===== config.mk =====
export PLATFORM = sky130hd
export DESIGN_NAME = init_seq
export DESIGN_NICKNAME = d
export VERILOG_FILES = /design/src/rtl/init_seq.sv
export SDC_FILE = /design/constraint.sdc
export NUM_CORES = 1
export LEC_CHECK = 0
export ABC_AREA = 1
export BUFFER_PORTS_ARGS = -buffer_cell sky130_fd_sc_hd__buf_2
export CAP_MARGIN = 20
export CORE_UTILIZATION = 53
export DETAILED_ROUTE_END_ITERATION = 6
export PLACE_DENSITY_LB_ADDON = 0.05
export SLEW_MARGIN = 0
export SYNTH_ARGS = -nofsm -noshare
export SYNTH_HDL_FRONTEND = slang
export SYNTH_SLANG_ARGS = --single-unit

===== constraint.sdc =====
create_clock -name clk_in -period 1.55 [get_ports clk_in]
set_input_delay 0.31 -clock clk_in [delete_from_list [all_inputs] [get_ports clk_in]]
set_output_delay 0.31 -clock clk_in [all_outputs]
set_load 0.005 [all_outputs]

===== src/rtl/init_seq.sv =====
// Power-on enable sequencer: turns the init level into a thermometer-coded enable
// ramp that rises in ascending order and falls in reverse, one step per 2^N cycles.
module init_seq #(
    parameter int N    = 22,
    parameter int NOUT = 4
) (
    input  logic            clk_in,
    input  logic            rstn,
    input  logic            ini,
    output logic [NOUT-1:0] en,
    output logic            ready,
    output logic            busy
);

    typedef enum logic [1:0] {
        OFF  = 2'd0,
        UP   = 2'd1,
        ON   = 2'd2,
        DOWN = 2'd3
    } state_t;

    state_t          state_reg, state_next;
    logic [N-1:0]    cnt_reg, cnt_next;
    logic [NOUT-1:0] en_reg, en_next;
    logic            ready_reg, ready_next;
    logic            busy_reg, busy_next;

    logic [NOUT-1:0] en_up;
    logic [NOUT-1:0] en_dn;
    logic            step;

    // Shift paths built per bit so the NOUT=1 case needs no special slicing.
    assign en_up[0]      = 1'b1;
    assign en_dn[NOUT-1] = 1'b0;
    generate
        for (genvar gi = 1; gi < NOUT; gi++) begin : g_shift
            assign en_up[gi]   = en_reg[gi-1];
            assign en_dn[gi-1] = en_reg[gi];
        end
    endgenerate

    assign step = (cnt_reg == {N{1'b1}});

    always_comb begin
        state_next = state_reg;
        cnt_next   = cnt_reg;
        en_next    = en_reg;
        case (state_reg)
            OFF: begin
                cnt_next = '0;
                if (ini) begin
                    state_next = UP;
                end
            end
            UP: begin
                // A falling ini beats a step that would fire on the same edge.
                if (!ini) begin
                    state_next = (en_reg == '0) ? OFF : DOWN;
                    cnt_next   = '0;
                end else begin
                    cnt_next = cnt_reg + N'(1);
                    if (step) begin
                        en_next = en_up;
                        if (&en_up) begin
                            state_next = ON;
                            cnt_next   = '0;
                        end
                    end
                end
            end
            ON: begin
                cnt_next = '0;
                if (!ini) begin
                    state_next = DOWN;
                end
            end
            DOWN: begin
                if (ini) begin
                    state_next = UP;
                    cnt_next   = '0;
                end else begin
                    cnt_next = cnt_reg + N'(1);
                    if (step) begin
                        en_next = en_dn;
                        if (en_dn == '0) begin
                            state_next = OFF;
                            cnt_next   = '0;
                        end
                    end
                end
            end
            default: begin
                state_next = OFF;
                cnt_next   = '0;
                en_next    = '0;
            end
        endcase
    end

    always_comb begin
        ready_next = (state_next == ON);
        busy_next  = (state_next == UP) || (state_next == DOWN);
    end

    always_ff @(posedge clk_in) begin
        if (!rstn) begin
            state_reg <= OFF;
            cnt_reg   <= '0;
            en_reg    <= '0;
            ready_reg <= 1'b0;
            busy_reg  <= 1'b0;
        end else begin
            state_reg <= state_next;
            cnt_reg   <= cnt_next;
            en_reg    <= en_next;
            ready_reg <= ready_next;
            busy_reg  <= busy_next;
        end
    end

    assign en    = en_reg;
    assign ready = ready_reg;
    assign busy  = busy_reg;

endmodule


### Word-level counts from Yosys, hierarchy flattened

Index checks and enable logic that the tools add are counted.

* flip-flop bits (word level): 30
* memories: 0
* bits of input ports: 3
* memory bits (read-only): 0
* word-level logic and storage cells: 47
* RAM bits: 0
* latch bits: 0
* output and inout port bits: 6

* reduce and logical (&&, ||, !) cells: 8
* div/mod/pow operators: 0
* add/subtract/negate cells: 1
* $mul: 0
* eq/ne operators: 11
* multiplexer cells: 22
* magnitude comparators: 0
* bitwise gates (word level): 0
* shift-type cells: 0

Operator list (count)
* 22-bit 2-to-1 mux: 6
* 22-bit one-hot mux with 3 select lines: 1
* 22-bit by 1-bit adder with 22-bit output (second input constant): 1
* 22-bit equality test (second input constant): 1
* 2-bit 2-to-1 mux: 9
* 4-bit 2-to-1 mux: 4
* 2-bit equality test (second input constant): 4
* 4-bit logical NOT: 2
* 2-bit inequality test (second input constant): 4
* 2-bit one-hot mux with 4 select lines: 1
* 4-bit one-hot mux with 2 select lines: 1
* 5-bit AND reduction: 1
* 2-bit by 1-bit equality test with 1-bit output (second input constant): 2
* 3-bit AND reduction: 1
* 2-bit logical NOT: 1
* 2-bit nonzero test: 1
* 2-bit OR reduction: 1
* 1-bit logical OR: 1

### Logic depth before layout (Yosys ltp)

* depth after elaboration: 7
* depth in mapped cells: 11

### Least setup slack after synthesis

OpenSTA, ideal clock, no wires.

* path kind: register to register
* start point: reg cnt_reg[0]
* end point: reg cnt_reg[4]
* path slack: -0.076 ns
* stages on the path, launching flop included: 12
* arrival: 1.509 ns
* buffers on the path: 1
* library setup time: 0.117 ns
* period minus slack after synthesis: 1.626 ns
* cell sequence: dfxtp_1 ha_1 nand2_1 nor2_4 nand2_2 nor2_4 nand3_1 nand2_1 o21ai_2 nand2_2 buf_6 nor2_2

* word-level cells in the longest chain between the ends: 5
* elaborated cells on any way between the ends: 9
* those cells by class: 1 x add/sub; 1 x eq/ne; 7 x mux

RTL lines
* start, declared: line 23 `logic [N-1:0] cnt_reg, cnt_next;`
* start signal, assigned: line 114 `cnt_reg <= cnt_next;`
* 22-bit by 1-bit adder with 22-bit output: line 61, 82
* 22-bit 2-to-1 mux (on tied branches): line 85, 64
* 22-bit 2-to-1 mux (on tied branches): line 83, 62
* 22-bit 2-to-1 mux (on tied branches): line 78, 57
* 22-bit one-hot mux with 3 select lines *: line 48 `case (state_reg)`

Every way passes the cells marked *; elsewhere a longest branch is shown, timed or not.
A chain may end at the register's enable or synchronous reset.

### Worst setup path after layout

* start point: reg cnt_reg[1]
* end point: reg cnt_reg[12]

The elaborated chain is that of the path after synthesis.

==> results.md <==
- IO Port Bufs: 8
- Most common cell in the netlist: nand2_1
- Number of synthesized flops with an enable pin: 0
- Die width: ~56 microns
- Crit path kind: reg -> reg
- Max reg flops: 22
- Synth Area in Compound Gates: 5.623%
- Switching share of power: 24.48%
- Share of the synthesized area in the top cell type: 37.82%
- Critical path's most frequent cell: nand2_4
- DP Wirelength: ~2500 microns
- RSZ-0062 raised after global routing: true
- Leakage: between 0.8 and 0.9 nW
- Clk Latency, worst-skew pair: between 0.3 and 0.4 ns
- CTS H-tree lvls: 2
- Area grow syn2layout: 32.44%
- Die ar.: about 3100 sq um
- Hold WC Path Type: in -> reg
- Max Cap Viol: 0
- Layout cell share with drive strength beyond 1: 36.05%
- Pin count of the biggest net entering global routing: 13
- Starting DRC count in detailed routing: 47
- Adder-cell share of the synthesized area: less than 1%
- Grt total ovfl: 0
- Syn Std Cell Area: roughly 1500 sq um
- Worst-Margin Slew: ~0.38 ns
- Max stage delay on crit path: ~0.36 ns
- Max VDD drop: 0.0006373 V
- CP max stage cell: dfxtp_2
- Largest family of logic cells by synthesized area: simple AND/OR/NAND/NOR gates
- Clk slew on worst S/H paths: roughly 0.090 ns
- Setup WS post-layout: -0.04086 ns
- Synth cell types: 22
- Crit-path cells: ha_4 -> nand2_4 -> nor2_4 -> nand2_4 -> nor2_4 -> nand3_2 -> nand2_2 -> o21ai_4 -> nand2_4 -> clkbuf_16 -> nor2_2
- Pwr per Cell Area: between 600 and 700 nW/um^2
- Placeable Area: 2758 sq um
- Data required time at the worst endpoint: between 1.5 and 2 ns
- Synth Area in Simple Gates: 37.65%
- CTS root buffer: clkbuf_4
- Top post-synthesis cells by count: nand2_1, dfxtp_1, nor2_1
- Synth area leader: dfxtp_1
- Clock Tree Buf Depth: 2
- FP Rows: 19
- Failing checks: negative setup slack
- Vias per std cell: 5.145
- Crit path capture type: flop
- Period utilization: 102.6%
- Final nets: ~260
- Height of the die: 55.82 microns
- Internal power: between 1 and 1.5 mW
- Combinational cell fraction of total power: approximately a tenth
- Slew headroom: around three quarters
- Ys async rst share: 0%
- Seq cells post-synth: 29
- # diodes: 0
- Post-route clock skew: 0.01145 ns
- Crit path max fanout: 6
- Routed WL: between 3000 and 4000 microns
- Max Fclk: 628.6 MHz
- Final Instance Area: about 2000 sq um
- Xor/xnor cell area share of the yosys netlist: between 10 and 15%
- DRT antenna net count: 0
- Synth area leaders: dfxtp_1, nand2_1, nor2_2
- CP delay by family, top: simple AND/OR/NAND/NOR gates
- Clock network fraction of total power: 34.3%
- Sequential area share after synthesis: between 30 and 40%
- Clock Sink Count: 29
- Multiplexer area fraction after synthesis: 0%
- Routed vias: about 1500
- Hold-fix buffers, CTS: 0
- Final setup viols: 21
- First-pass GRT wire length: approximately 5700 microns
- Sequential share of power: approximately 56%
- Kind of start point of the critical path: flop
- CP arrival: 1.82 ns
- 1st-pass router iterations: 4
- Final Hold Violating Endpoints: 0
- Max Slew Vio Count: 0
- Syn_area_per_cell: just over 7 sq um
- CTS buffer count: 5
- Buffers and inverters on the worst path: 1
- Residual DRC: 0
- Effective utilization at floorplan: a little under three fifths
- Yosys warning total: 0
- Sw Pwr: 0.3313 mW
- Tightest hold margin: 0.3203 ns
- Initial antenna violation count: 0
- Cell Area, Placed: 1869 sq um
- Wire length per cell: between 10 and 15 microns
- Status: finished, violations left
- I/O pin count: 9
- Main synth FF type: dfxtp_1
- Setup TNS: -0.4657 ns
- GP Congestion: around 0.86
- GRT Util Overall: 23.08%
- Vias in the first global route: 1449
- Net Count, Synth: between 200 and 250
- Post-Syn Instances: 212
- CTS tree: built
- Post-layout min period: around 1.6 ns
## metrics by stage
step | power, mW | utilization [%] | std cells | setup slack, ns
6_report | 1.353 | 73.73 | 289 | -0.04086
5_1_grt | 1.406 | 73.73 | 289 | -0.1211
4_1_cts | 1.342 | 70.69 | 287 | -0.08119
3_5_place_dp | 0.8869 | 67.79 | 279 | -0.07207
3_3_place_gp | 0.8834 | 67.79 | 279 | -0.005918
2_1_floorplan | 0.8482 | - | 212 | -0.02388
## per-layer routing
layer / wire, microns / global-route usage, %
met1: 1423 / 24.19
met2: 1807 / 42.51
met3: 114 / 6.047
met4: 121 / 11.15
met5: 0 / 0
## cell usage in the layout (no fill, tap or decap), types with 5 or more instances in the layout
cell type and instances:
nand2_1 36, buf_4 29, dfxtp_1 27, inv_1 25, nor2_1 24, nor2_2 24
xor2_1 9, xnor2_1 9, nand3_1 8, buf_2 8, o21ai_0 7, nor3_1 7
nand4_1 5, clkbuf_4 5
## cell type report
type	count	area (sq um)
Fill cell	214	724.4
Clock buffer	7	55.05
Sequential cell	29	583.1
Inverter	26	97.59
Multi-Input combinational cell	155	924.6
Timing Repair Buffer	41	334.1
Tap cell	31	38.79
## tightest hold or removal path: cells and delay by family
kind	cells	cell delay, ns
AO/OA/AOI/OAI	2	0.13
buffers and inverters	1	0.16
## timing repair
action | in CTS | in global routing
buffers inserted | 1 | 1
pin swaps | 1 | 9
gates resized for setup | 3 | 14
cloned | 0 | 1
endpoints found under the setup margin | 28 | 28
## worst paths after layout
path,startpoint,endpoint,slack (ns),depth (start not counted)
max,cnt_reg[1],cnt_reg[12],-0.04,11
min,rstn,en[2],0.32,3
max reg2reg,cnt_reg[1],cnt_reg[12],-0.04,11
min reg2reg,en[3],en[3],0.50,2
## cells by family (layout without fill, tap and decap cells)
family / Yosys count / after routing
adders and majority gates: 1 / 1
buffers and inverters: 28 / 74
DFF: 29 / 29
xor gates and xnor gates: 18 / 18
AOI/OAI and AO/OA: 16 / 16
and+or+nand+nor: 120 / 120
## power by group through the flow
| stage | sequential, mW | clock, mW | combinational, mW |
|---|---|---|---|
| floorplan | 0.779 | 0 | 0.0687 |
| global placement | 0.776 | 0 | 0.107 |
| detailed placement | 0.776 | 0 | 0.111 |
| CTS | 0.759 | 0.470 | 0.112 |
| global route | 0.760 | 0.503 | 0.143 |
| finish | 0.759 | 0.465 | 0.130 |
Power figures use the tool's default switching activity.
